===== config.mk =====
export PLATFORM = sky130hd
export DESIGN_NAME = fetch_pc_unit
export DESIGN_NICKNAME = d
export VERILOG_FILES = /design/src/rtl/rv32_pkg.sv /design/src/rtl/fetch_fifo.sv /design/src/rtl/fetch_pc_unit.sv
export SDC_FILE = /design/constraint.sdc
export NUM_CORES = 1
export LEC_CHECK = 0
export CORE_UTILIZATION = 45
export DETAILED_ROUTE_END_ITERATION = 6
export PLACE_DENSITY_LB_ADDON = 0.2
export RECOVER_POWER = 50
export SLEW_MARGIN = 20
export SYNTH_ARGS = -nofsm -noshare
export SYNTH_HDL_FRONTEND = slang
export SYNTH_SLANG_ARGS = --single-unit
export TNS_END_PERCENT = 5

===== constraint.sdc =====
create_clock -name clk -period 7.59 [get_ports clk]
set_input_delay 0.759 -clock clk [delete_from_list [all_inputs] [get_ports clk]]
set_output_delay 0.759 -clock clk [all_outputs]
set_load 0.005 [all_outputs]

===== src/rtl/rv32_pkg.sv =====
// ---------------------------------------------------------------------------
// rv32_pkg
// Shared types for the fetch front end.
//   NOP_INSTR      : canonical RV32I NOP (addi x0, x0, 0) shown to decode when idle
//   fetch_state_t  : fetch control state (boot, running, halted on misaligned target)
//   fetch_entry_t  : one buffered fetch result, {pc, inst}
// ---------------------------------------------------------------------------
package rv32_pkg;

  localparam logic [31:0] NOP_INSTR = 32'h0000_0013;

  typedef enum logic [1:0] {
    FS_BOOT,
    FS_RUN,
    FS_FAULT
  } fetch_state_t;

  typedef struct packed {
    logic [31:0] pc;
    logic [31:0] inst;
  } fetch_entry_t;

endpackage


===== src/rtl/fetch_fifo.sv =====
// ---------------------------------------------------------------------------
// fetch_fifo
// Synchronous FIFO of fetch_entry_t used as the instruction buffer between
// the imem response port and decode. The head is visible combinationally.
// clr empties the FIFO and takes priority over push/pop in the same cycle.
// The caller never pushes when full nor pops when empty.
// Ports:
//   clk, rst      clock, asynchronous active-high reset (control only)
//   clr           synchronous clear
//   push, wdata   write one entry
//   pop           retire the head entry
//   rdata         head entry
//   empty         no entries held
//   count         number of entries held (0..DEPTH)
// ---------------------------------------------------------------------------
module fetch_fifo
  import rv32_pkg::*;
#(
  parameter int DEPTH = 2
) (
  input  logic                       clk,
  input  logic                       rst,
  input  logic                       clr,
  input  logic                       push,
  input  fetch_entry_t               wdata,
  input  logic                       pop,
  output fetch_entry_t               rdata,
  output logic                       empty,
  output logic [$clog2(DEPTH):0]     count
);

  localparam int AW = $clog2(DEPTH);
  localparam int CW = AW + 1;

  fetch_entry_t   mem [DEPTH];
  logic [AW-1:0]  wr_ptr;
  logic [AW-1:0]  rd_ptr;
  logic [CW-1:0]  cnt;

  // Storage carries data only; it needs no reset.
  always_ff @(posedge clk) begin
    if (push && !clr) begin
      mem[wr_ptr] <= wdata;
    end
  end

  // DEPTH is a power of two, so the pointers wrap naturally.
  always_ff @(posedge clk or posedge rst) begin
    if (rst) begin
      wr_ptr <= '0;
      rd_ptr <= '0;
      cnt    <= '0;
    end else if (clr) begin
      wr_ptr <= '0;
      rd_ptr <= '0;
      cnt    <= '0;
    end else begin
      if (push) begin
        wr_ptr <= wr_ptr + AW'(1);
      end
      if (pop) begin
        rd_ptr <= rd_ptr + AW'(1);
      end
      case ({push, pop})
        2'b10:   cnt <= cnt + CW'(1);
        2'b01:   cnt <= cnt - CW'(1);
        default: cnt <= cnt;
      endcase
    end
  end

  assign rdata = mem[rd_ptr];
  assign empty = (cnt == '0);
  assign count = cnt;

endmodule


===== src/rtl/fetch_pc_unit.sv =====
// ---------------------------------------------------------------------------
// fetch_pc_unit
// Owns the architectural fetch PC. Issues word fetches on a valid/ready imem
// port, buffers in-order responses in fetch_fifo, presents {pc, inst} to
// decode, and applies EX redirects (PCSel) with same-cycle IF/ID and ID/EX
// flushes. Responses to requests issued before a redirect are counted in
// drop_cnt and discarded when they arrive.
// A redirect to a non word-aligned target halts fetching (FS_FAULT) until a
// redirect to an aligned target arrives.
// Ports:
//   clk, rst                     clock, asynchronous active-high reset
//   imem_req_valid/ready/addr    fetch request channel
//   imem_rsp_valid/data          in-order response channel (always accepted)
//   PCSel, target_EX             EX redirect request and target
//   stall_IF                     hold the decode-side output
//   inst_valid_ID, inst_ID, pc_ID  decode-side instruction (NOP when invalid)
//   flush_IF_ID, flush_ID_EX     pipeline kills, asserted in redirect cycles
//   fetch_misalign               fetch halted on a misaligned target
// Optional build macro FETCH_PERF_CNT_EN adds redirect_cnt and
// drop_cnt_total (redirect cycles and discarded responses, wrap at 2^32).
// ---------------------------------------------------------------------------
module fetch_pc_unit
  import rv32_pkg::*;
#(
  parameter logic [31:0] RESET_PC        = 32'h0000_0000,
  parameter int          FIFO_DEPTH      = 2,
  parameter int          MAX_OUTSTANDING = 2
) (
  input  logic        clk,
  input  logic        rst,
  output logic        imem_req_valid,
  input  logic        imem_req_ready,
  output logic [31:0] imem_req_addr,
  input  logic        imem_rsp_valid,
  input  logic [31:0] imem_rsp_data,
  input  logic        PCSel,
  input  logic [31:0] target_EX,
  input  logic        stall_IF,
  output logic        inst_valid_ID,
  output logic [31:0] inst_ID,
  output logic [31:0] pc_ID,
  output logic        flush_IF_ID,
  output logic        flush_ID_EX,
  output logic        fetch_misalign
`ifdef FETCH_PERF_CNT_EN
  ,
  output logic [31:0] redirect_cnt,
  output logic [31:0] drop_cnt_total
`endif
);

  localparam int             CW      = $clog2(FIFO_DEPTH) + 1;
  localparam logic [CW:0]    DEPTH_L = (CW+1)'(FIFO_DEPTH);
  localparam logic [CW-1:0]  MAX_L   = CW'(MAX_OUTSTANDING);

  fetch_state_t   state_q;
  fetch_state_t   state_d;
  logic [31:0]    pc;
  logic [31:0]    rsp_pc;
  logic [CW-1:0]  outstanding;
  logic [CW-1:0]  drop_cnt;

  logic           target_misaligned;
  logic [CW:0]    occupancy;
  logic           req_fire;
  logic           fifo_push;
  logic           fifo_pop;
  logic           fifo_empty;
  logic [CW-1:0]  fifo_count;
  fetch_entry_t   fifo_head;
  fetch_entry_t   fifo_wdata;

  assign target_misaligned = |target_EX[1:0];
  // Requests already accepted plus entries already buffered must fit the FIFO,
  // so every response that is not dropped always finds a free slot.
  assign occupancy = {1'b0, outstanding} + {1'b0, fifo_count};

  always_ff @(posedge clk or posedge rst) begin
    if (rst) begin
      state_q <= FS_BOOT;
    end else begin
      state_q <= state_d;
    end
  end

  always_comb begin
    state_d        = state_q;
    imem_req_valid = 1'b0;
    fetch_misalign = 1'b0;
    flush_IF_ID    = PCSel;
    flush_ID_EX    = PCSel;
    case (state_q)
      FS_BOOT: begin
        state_d = (PCSel && target_misaligned) ? FS_FAULT : FS_RUN;
      end
      FS_RUN: begin
        imem_req_valid = !PCSel && (outstanding < MAX_L) && (occupancy < DEPTH_L);
        if (PCSel && target_misaligned) begin
          state_d = FS_FAULT;
        end
      end
      FS_FAULT: begin
        fetch_misalign = 1'b1;
        if (PCSel && !target_misaligned) begin
          state_d = FS_RUN;
        end
      end
      default: begin
        state_d = FS_BOOT;
      end
    endcase
  end

  assign imem_req_addr = pc;
  assign req_fire      = imem_req_valid && imem_req_ready;
  // A response arriving in a redirect cycle is stale and never pushed.
  assign fifo_push     = imem_rsp_valid && !PCSel && (drop_cnt == '0);
  assign fifo_pop      = !fifo_empty && !stall_IF && !PCSel;
  assign fifo_wdata    = '{pc: rsp_pc, inst: imem_rsp_data};

  always_ff @(posedge clk or posedge rst) begin
    if (rst) begin
      pc          <= RESET_PC;
      rsp_pc      <= RESET_PC;
      outstanding <= '0;
      drop_cnt    <= '0;
    end else begin
      outstanding <= outstanding + CW'(req_fire) - CW'(imem_rsp_valid);
      if (PCSel) begin
        pc       <= target_EX;
        rsp_pc   <= target_EX;
        // Everything still in flight after this cycle belongs to the old path.
        drop_cnt <= outstanding - CW'(imem_rsp_valid);
      end else begin
        if (req_fire) begin
          pc <= pc + 32'd4;
        end
        if (fifo_push) begin
          rsp_pc <= rsp_pc + 32'd4;
        end
        if (imem_rsp_valid && (drop_cnt != '0)) begin
          drop_cnt <= drop_cnt - CW'(1);
        end
      end
    end
  end

  fetch_fifo #(
    .DEPTH (FIFO_DEPTH)
  ) u_fifo (
    .clk   (clk),
    .rst   (rst),
    .clr   (PCSel),
    .push  (fifo_push),
    .wdata (fifo_wdata),
    .pop   (fifo_pop),
    .rdata (fifo_head),
    .empty (fifo_empty),
    .count (fifo_count)
  );

  // When nothing is buffered, pc_ID points at the next expected response.
  assign inst_valid_ID = !fifo_empty;
  assign inst_ID       = fifo_empty ? NOP_INSTR : fifo_head.inst;
  assign pc_ID         = fifo_empty ? rsp_pc    : fifo_head.pc;

`ifdef FETCH_PERF_CNT_EN
  logic rsp_dropped;
  assign rsp_dropped = imem_rsp_valid && (PCSel || (drop_cnt != '0));

  always_ff @(posedge clk or posedge rst) begin
    if (rst) begin
      redirect_cnt   <= '0;
      drop_cnt_total <= '0;
    end else begin
      redirect_cnt   <= redirect_cnt + 32'(PCSel);
      drop_cnt_total <= drop_cnt_total + 32'(rsp_dropped);
    end
  end
`endif

endmodule


==> results of run 1 <==
## layout make-up
class / count / area [um2]
fillers: 1619 / 7910
clock inverters: 15 / 108
flip-flops and latches: 202 / 5700
well taps: 265 / 332
repair buffers: 176 / 1740
multi-input cells: 492 / 3160
diodes: 1 / 2.50
clock buffers: 25 / 583
inverters: 16 / 60.1
## power groups by stage
| stage | clock network (mW) | registers, mW | logic, mW |
|---|---|---|---|
| after floorplan | 0 | 1.38 | 0.313 |
| after global placement | 0 | 1.40 | 0.600 |
| after detailed placement | 0 | 1.41 | 0.607 |
| after CTS | 1.02 | 1.39 | 0.609 |
| after global routing | 1.08 | 1.40 | 0.658 |
| final | 1.00 | 1.39 | 0.592 |
## Yosys cell counts (8+ instances only)
library cell | instances | area share
edfxtp_1 | 128 | 0.42
nand2_1 | 86 | 0.036
dfrtp_1 | 74 | 0.20
o21ai_0 | 74 | 0.041
mux2i_1 | 65 | 0.072
nor2_1 | 51 | 0.021
nand4_1 | 30 | 0.021
clkbuf_1 | 29 | 0.012
xor2_1 | 28 | 0.027
nand3_1 | 24 | 0.013
xnor2_1 | 17 | 0.016
inv_1 | 15 | 0.0062
a21oi_1 | 11 | 0.0061
nor3_1 | 11 | 0.0061
mux2_2 | 10 | 0.012
a21boi_0 | 8 | 0.0066
and2_1 | 8 | 0.0055
o211ai_1 | 8 | 0.0066
## worst max path at each step
stage,start,end,slack [ns],cells past startpoint
6_report,PCSel,u_fifo.mem[1][11],2.88,5
5_1_grt,PCSel,u_fifo.mem[1][60],2.33,5
4_1_cts,u_fifo.rd_ptr,pc_ID[20],3.83,4
3_5_place_dp,PCSel,imem_req_addr[13],3.77,8
3_3_place_gp,PCSel,imem_req_addr[13],3.84,8
2_1_floorplan,PCSel,u_fifo.mem[0][0],1.28,4
## state kept, by name (all words and copies together), names as in the netlist
name,count
u_fifo.mem,128
imem_req_addr,32
outstanding,2
drop_cnt,2
rsp_pc,32
u_fifo.rd_ptr,1
state_q,2
u_fifo.count,2
u_fifo.wr_ptr,1
## cell families after synthesis
logic type	after synthesis	synth area share
adder cells (fa/ha/maj)	7	0.0105
buffers and inverters	56	0.0250
AND/OR/NAND/NOR	247	0.134
multiplexers	75	0.0842
flip-flops	202	0.629
AO/OA/AOI/OAI	118	0.0747
XOR/XNOR	45	0.0435
## per-layer routing
layer,vias up,global-route usage,routed length [um]
met5,-,0,0
met4,0,0.0521,274
met3,20,0.0350,1400
met2,223,0.301,8660
met1,3044,0.278,9380
li1,3066,-,-
==> flow_summary_export.csv, run 1 <==
group,metric,value,unit
status,status,"finished, violations left",
status,violations,"capacitance limit, slew limit",
place,dp_cells,1151,
cts,clock-root-buffer,"clkbuf_16",
cts,clock-sinks,202,
cts,cts_setup_buffers,0,
synth,ys_types,49,
critical_path,rrSetupSlack,3.91,ns
cts,hold_buffers,0,
cts,cts_made_buffers,22,
critical_path,r2r_cells,8,
sta,holdWs,0.514,ns
critical_path,cpPeakStageDelay,1.80,ns
synth,postSynthAreaPerCell,12.1,um2
floorplanning,dieArea,20700,um2
cts,clockBufferDepth,3,
critical_path,cp_num_buf_inv,4,
critical_path,worstSetupPathType,"in -> reg",
critical_path,cp.required,7.72,ns
finish,fin_nets,987,
hold_path,hp-class,"reg -> reg",
sta,max_freq,212,MHz
grt,grt_pass1_vias,6034,
finish,area_delta_synth_final,28.9,%
critical_path,end_kind,"flop",
cts,htree_num_levels,1,
hold_path,holdPathStages,0,
synth,async_flop_share,0.366,
route,drt_pass1_iterations,5,
synth,synth_edf_count,128,
sta,finalSetupTns,0,ns
sta,rsz0062_at_grt,"no",
grt,grt.total_usage,0.194,
critical_path,r2r-start,"u_fifo.count[0]",
hold_path,hold_path.startpoint,"rsp_pc[0]",
finish,drive_gt1_frac,0.0659,
critical_path,start_kind,"primary input",
synth,synth_area,9060,um2
sta,setup-violations-final,0,
floorplanning,coreArea,19600,um2
pwr,p_clk_frac,0.336,
critical_path,reg2reg_to,"imem_req_addr[13]",
synth,ys_ff_latch,202,
sta,slew_viol_final,65,
place,gp_congestion,0.827,
critical_path,crit_slowest_cell,"clkbuf_1",
critical_path,crit_chain,"buf_2 > clkbuf_1 > inv_1 > and3_2 > buf_4",
flow_run,cap_violations,1,
cts,clk_pin_slew,0.06,ns
critical_path,worst_ep_arrival_time,4.84,ns
route,drc,0,
sta,finClkSkew,0.00722,ns
grt,antenna_found_initial,1,
floorplanning,io_pins,171,
floorplanning,start_util,0.463,
route,wl_per_cell,16.5,um
sta,layout_setup_ws,2.88,ns
pwr,seqPwrFrac,0.465,
synth,yosys_warnings,0,
place,place_area,11000,um2
cts,cts_tree,"yes",
cts,post_cts_resize_count,0,
sta,hold_viol_final,0,
floorplanning,die_h,144,um
place,place_hpwl,12600,um
synth,yosysSeqAreaShare,0.629,
critical_path,cp_max_fo,64,
place,portBuffers,170,
route,drtIter0Drc,356,
sta,fin_crit_sh,0.620,
floorplanning,die_x,144,um
pwr,p_int,2.19,mW
pwr,sw_frac_of_total,0.266,
finish,fin_util,0.596,
sta,fin_crit,4.71,ns
synth,synth_nets,827,
pwr,power_density,255,nW/um2
route,via_per_inst,5.33,
grt,overflow,0,
pwr,combPwrFrac,0.198,
hold_path,min_to,"u_fifo.mem[0][32]",
finish,mostFrequentLayoutCells,"128 x edfxtp_1, 110 x clkdlybuf4s50_1, 86 x nand2_1",
synth,synthCells,750,
sta,relSlewSlack,-0.702,
synth,synth-main-ff-cell,"edfxtp_1",
route,ant_nets,0,
finish,fin_area,11700,um2
route,routed_wl,19700,um
route,num_vias,6353,
grt,grt_pass1_wl,31400,um
place,dp_slack,3.77,ns
floorplanning,num_rows,51,
grt,grt_max_degree,97,
pwr,p_leak,4.13,nW
pwr,total_power,2.98,mW
finish,fin_cells,1192,
finish,final_common_cell,"edfxtp_1",
critical_path,cp_top_family,"buffers and inverters",
pwr,p_sw,0.792,mW
sta,worst_slew_pin_slew,2.55,ns
cts,insertion_delay,0.49,ns
pwr,peakVddDrop,0.168,mV
Note: power is estimated with default switching activity, not from simulation.
==> run 2: changes to the inputs <==
==> constraint.sdc (replaced) <==
create_clock -name clk -period 4.8 [get_ports clk]
set_input_delay 0.48 -clock clk [delete_from_list [all_inputs] [get_ports clk]]
set_output_delay 0.48 -clock clk [all_outputs]
set_load 0.005 [all_outputs]
==> run 2 against run 1 <==
Compared with the run above: clock-buffer cell count grew 9; critical endpoint is now flush_IF_ID; the flow still finishes with violations (capacitance limit, slew limit); sequential power grew 59%; total power is 66% higher; clock power is 80% higher; combinational power grew 60%; sequential share of layout area fell by 0.74 points.
==> flow_summary_export.csv, run 2 (same netlist as run 1, synthesis figures left out) <==
group,metric,value,unit
sta,rsz0062_at_grt,"no",
critical_path,crit_chain,"clkbuf_1 > clkbuf_1 > clkdlybuf4s50_1",
cts,clock-root-buffer,"clkbuf_16",
pwr,peakVddDrop,0.226,mV
sta,fin_crit_sh,0.785,
critical_path,critical_path_depth,3,
route,ant_nets,0,
cts,cts_tree,"yes",
hold_path,hold_path.startpoint,"rsp_pc[1]",
finish,fin_cells,1197,
place,place_hpwl,13300,um
critical_path,cp_common_cell,"clkbuf_1",
sta,max_freq,265,MHz
place,gp_congestion,0.831,
finish,fin_nets,992,
sta,worst_slew_pin_slew,2.64,ns
floorplanning,die_h,144,um
pwr,sw_frac_of_total,0.252,
critical_path,rrSetupSlack,1.67,ns
pwr,p_sw,1.25,mW
floorplanning,coreArea,19600,um2
hold_path,hp-class,"reg -> reg",
route,num_vias,6308,
pwr,power_density,417,nW/um2
pwr,combPwrFrac,0.191,
sta,finClkSkew,0.00898,ns
cts,htree_num_levels,1,
grt,grt_pass1_wl,31400,um
grt,overflow,0,
cts,post_cts_resize_count,0,
sta,slew_viol_final,64,
finish,fin_area,11900,um2
critical_path,end_kind,"primary output",
floorplanning,die_x,144,um
critical_path,reg2reg_to,"imem_req_addr[13]",
route,drc,0,
finish,mostFrequentLayoutCells,"128 x edfxtp_1, 109 x clkdlybuf4s50_1, 86 x nand2_1",
floorplanning,start_util,0.463,
finish,fin_util,0.606,
cts,clk_pin_slew,0.06,ns
pwr,total_power,4.95,mW
grt,grt_pass1_vias,6123,
finish,drive_gt1_frac,0.0687,
place,dp_cells,1155,
critical_path,worstSetupStartpoint,"PCSel",
cts,cts_setup_buffers,0,
floorplanning,num_rows,51,
sta,layout_setup_ws,1.03,ns
route,drt_pass1_iterations,5,
floorplanning,io_pins,171,
critical_path,cp_num_buf_inv,3,
sta,holdWs,0.521,ns
finish,final_common_cell,"edfxtp_1",
pwr,p_int,3.70,mW
sta,relSlewSlack,-0.762,
finish,multi_input_area,3170,um2
pwr,seqPwrFrac,0.446,
status,status,"finished, violations left",
critical_path,r2r-start,"u_fifo.count[0]",
finish,largest_reg_flops,128,
route,drtIter0Drc,360,
grt,grt_max_degree,65,
cts,insertion_delay,0.49,ns
critical_path,cp.required,4.32,ns
cts,clockBufferDepth,3,
grt,antenna_found_initial,1,
critical_path,cp_top_family,"buffers and inverters",
sta,fin_crit,3.77,ns
critical_path,r2r_cells,9,
floorplanning,dieArea,20700,um2
cts,cts_made_buffers,22,
place,dp_slack,1.70,ns
finish,fill_cells,1590,
grt,grt.total_usage,0.196,
finish,top_register,"u_fifo.mem",
critical_path,start_kind,"primary input",
place,place_area,11000,um2
finish,area_delta_synth_final,30.9,%
sta,setup-violations-final,0,
sta,hold_viol_final,0,
place,portBuffers,170,
pwr,p_leak,4.23,nW
cts,clock-sinks,202,
route,wl_per_cell,16.8,um
cts,hold_buffers,0,
route,via_per_inst,5.27,
flow_run,cap_violations,1,
finish,ff_latch_area,5700,um2
critical_path,critPathCapture,"flush_IF_ID",
sta,finalSetupTns,0,ns
critical_path,worstSetupPathType,"in -> out",
pwr,p_clk_frac,0.363,
critical_path,crit_slowest_cell,"clkbuf_1",
route,routed_wl,20100,um
critical_path,worst_ep_arrival_time,3.29,ns
status,violations,"capacitance limit, slew limit",
critical_path,cp_max_fo,63,
critical_path,cpPeakStageDelay,1.88,ns
-- run 2: power by group through the flow --
stage | clock network (mW) | logic [mW] | registers, mW
5_1_grt | 1.91 | 1.05 | 2.23
3_3_place_gp | 0 | 0.947 | 2.24
3_5_place_dp | 0 | 0.960 | 2.24
6_report | 1.80 | 0.947 | 2.21
2_1_floorplan | 0 | 0.495 | 2.18
4_1_cts | 1.84 | 0.964 | 2.21
-- run 2: worst min path at each step --
| stage | depth (start not counted) | slack [ns] | endpoint |
|---|---|---|---|
| final | 0 | 0.52 | u_fifo.mem[0][33] |
| after global routing | 0 | 0.52 | u_fifo.mem[0][33] |
| after CTS | 2 | 0.43 | rsp_pc[28] |
| after detailed placement | 0 | 0.49 | u_fifo.mem[0][33] |
| after global placement | 0 | 0.50 | u_fifo.mem[0][33] |
| after floorplan | 0 | 0.46 | u_fifo.mem[0][32] |
-- run 2: worst register-to-register path, cell delays in order, from the launching register on --
cell and delay [ns]:
dfrtp_1 0.45, and2_1 0.18, fa_1 0.35, nor4_1 0.31
and4b_1 0.23, buf_4 0.25, inv_2 0.23, or4_1 0.60
xnor2_1 0.14, mux2_2 0.26
-- run 2: per-layer routing --
metal / share of wire / up-vias / wire (um) / GRT usage
li1: - / 3073 / - / -
met3: 0.064 / 28 / 1280 / 0.0330
met4: 0.015 / 0 / 296 / 0.0510
met5: 0 / - / 0 / 0
met2: 0.45 / 200 / 9040 / 0.308
met1: 0.47 / 3007 / 9460 / 0.281
-- run 2: final cells by class --
type / instances / area share
timing repair buffer: 181 / 0.152
antenna: 1 / 0.000211
clock inverter: 6 / 0.00875
clock buffer: 34 / 0.0581
inverter: 16 / 0.00506
multi-input combinational: 492 / 0.267
tap: 265 / 0.0280
sequential: 202 / 0.480
==> run 3: changes to the inputs <==
==> constraint.sdc (replaced) <==
create_clock -name clk -period 3.1 [get_ports clk]
set_input_delay 0.31 -clock clk [delete_from_list [all_inputs] [get_ports clk]]
set_output_delay 0.31 -clock clk [all_outputs]
set_load 0.005 [all_outputs]
==> run 3 against run 2 <==
Compared with the run above: the run still ends with capacitance limit, slew limit left; die area unchanged; cell area unchanged; via count increased by 0.92%; critical path type is now reg -> out.
==> flow_summary_export.csv, run 3 (same netlist as run 1, synthesis figures left out) <==
group,metric,value,unit
cts,htree_num_levels,1,
hold_path,hp-class,"in -> reg",
sta,hold_viol_final,0,
cts,post_cts_resize_count,0,
route,num_vias,6366,
finish,final_common_cell,"edfxtp_1",
cts,cts_made_buffers,22,
sta,fin_crit_sh,0.910,
sta,slew_viol_final,4,
flow_run,cap_violations,1,
status,violations,"capacitance limit, slew limit",
finish,mostFrequentLayoutCells,"128 x edfxtp_1, 105 x clkdlybuf4s50_1, 86 x nand2_1",
sta,max_freq,354,MHz
finish,area_delta_synth_final,30.9,%
cts,insertion_delay,0.49,ns
finish,fin_area,11900,um2
floorplanning,die_x,144,um
critical_path,end_kind,"primary output",
finish,fin_nets,1001,
cts,cts_tree,"yes",
critical_path,worst_ep_arrival_time,2.51,ns
grt,antenna_found_initial,0,
critical_path,cp_max_fo,26,
finish,fin_util,0.606,
place,gp_congestion,0.806,
sta,fin_crit,2.82,ns
sta,setup-violations-final,0,
floorplanning,dieArea,20700,um2
sta,finalSetupTns,0,ns
cts,cts_setup_buffers,0,
critical_path,cp.required,2.79,ns
critical_path,worstSetupPathType,"reg -> out",
pwr,total_power,7.46,mW
route,via_per_inst,5.28,
floorplanning,die_h,144,um
floorplanning,coreArea,19600,um2
route,drtIter0Drc,379,
status,status,"finished, violations left",
finish,largest_reg_flops,128,
grt,grt_max_degree,65,
cts,hold_buffers,0,
route,drt_pass1_iterations,4,
route,routed_wl,20400,um
finish,top_register,"u_fifo.mem",
pwr,peakVddDrop,0.329,mV
route,wl_per_cell,16.9,um
pwr,p_leak,4.24,nW
cts,clock-sinks,202,
grt,grt.total_usage,0.198,
finish,fill_cells,1611,
place,place_hpwl,13900,um
critical_path,start_kind,"flop",
route,drc,0,
route,ant_nets,0,
cts,clk_pin_slew,0.05,ns
sta,finClkSkew,0.00918,ns
finish,drive_gt1_frac,0.0766,
cts,clock-root-buffer,"clkbuf_16",
grt,grt_pass1_vias,6082,
finish,diodes,0,
sta,rsz0062_at_grt,"no",
sta,worst_slew_pin_slew,1.63,ns
floorplanning,start_util,0.463,
place,place_area,11200,um2
cts,clockBufferDepth,3,
sta,holdWs,0.351,ns
grt,grt_pass1_wl,31900,um
pwr,power_density,629,nW/um2
grt,overflow,0,
floorplanning,num_rows,51,
floorplanning,io_pins,171,
sta,relSlewSlack,-0.0950,
place,portBuffers,170,
run 3: changes by cell type in the layout (fill, tap and decap cells not counted), moves of 2 or more:
cell             change
clkdlybuf4s50_1      -4
clkbuf_16            -2
dlygate4sd3_1        +4
clkbuf_8             -2
buf_12               +4
buf_4                +9
run 3: per-layer routing:
layer / wire, um / global-route usage / up-vias
met5: 0 / 0 / -
met4: 291 / 0.0498 / 0
met3: 1500 / 0.0383 / 27
met2: 9200 / 0.314 / 231
met1: 9360 / 0.281 / 3018
li1: - / - / 3090
run 3: path summary, 6_finish.rpt:
path | startpoint | to | slack, ns | cells past startpoint
min in group asynchronous | rst | rsp_pc[30] | 0.51 | 2
setup reg to reg | u_fifo.count[0] | outstanding[1] | 0.37 | 11
max in group asynchronous | rst | rsp_pc[5] | 0.84 | 3
hold / removal | PCSel | u_fifo.wr_ptr | 0.35 | 2
setup / recovery | u_fifo.count[1] | inst_ID[7] | 0.28 | 5
hold reg to reg | rsp_pc[0] | u_fifo.mem[1][32] | 0.51 | 0
run 3: power by group:
group	internal (mW)	total (mW)	switching, mW	leakage (nW)
registers	3.16	3.41	0.245	2.05
clock network	1.56	2.55	0.990	0.344
logic	0.814	1.51	0.694	1.85
total	5.53	7.46	1.93	4.24
run 3: critical path: stages, from the launching register on:
cell	delay, ns
dfrtp_1	0.46
nor2_4	0.50
buf_4	0.30
buf_4	0.23
nor2_1	0.07
clkdlybuf4s50_1	0.45
run 3: per-stage QoR:
stage               worst slack [ns]  instances
global placement               0.468       1165
floorplan                     0.0937        750
CTS                            0.215       1205
finish                         0.278       1205
detailed placement             0.401       1165
global route                  0.0810       1205
run 3: layout make-up:
type	instances	area (um2)	area share
Multi-Input combinational cell	492	3150	0.265
Clock buffer	34	627	0.0528
Timing Repair Buffer	190	1920	0.162
Tap cell	265	332	0.0280
Inverter	16	60.1	0.00506
Sequential cell	202	5700	0.480
Clock inverter	6	78.8	0.00664
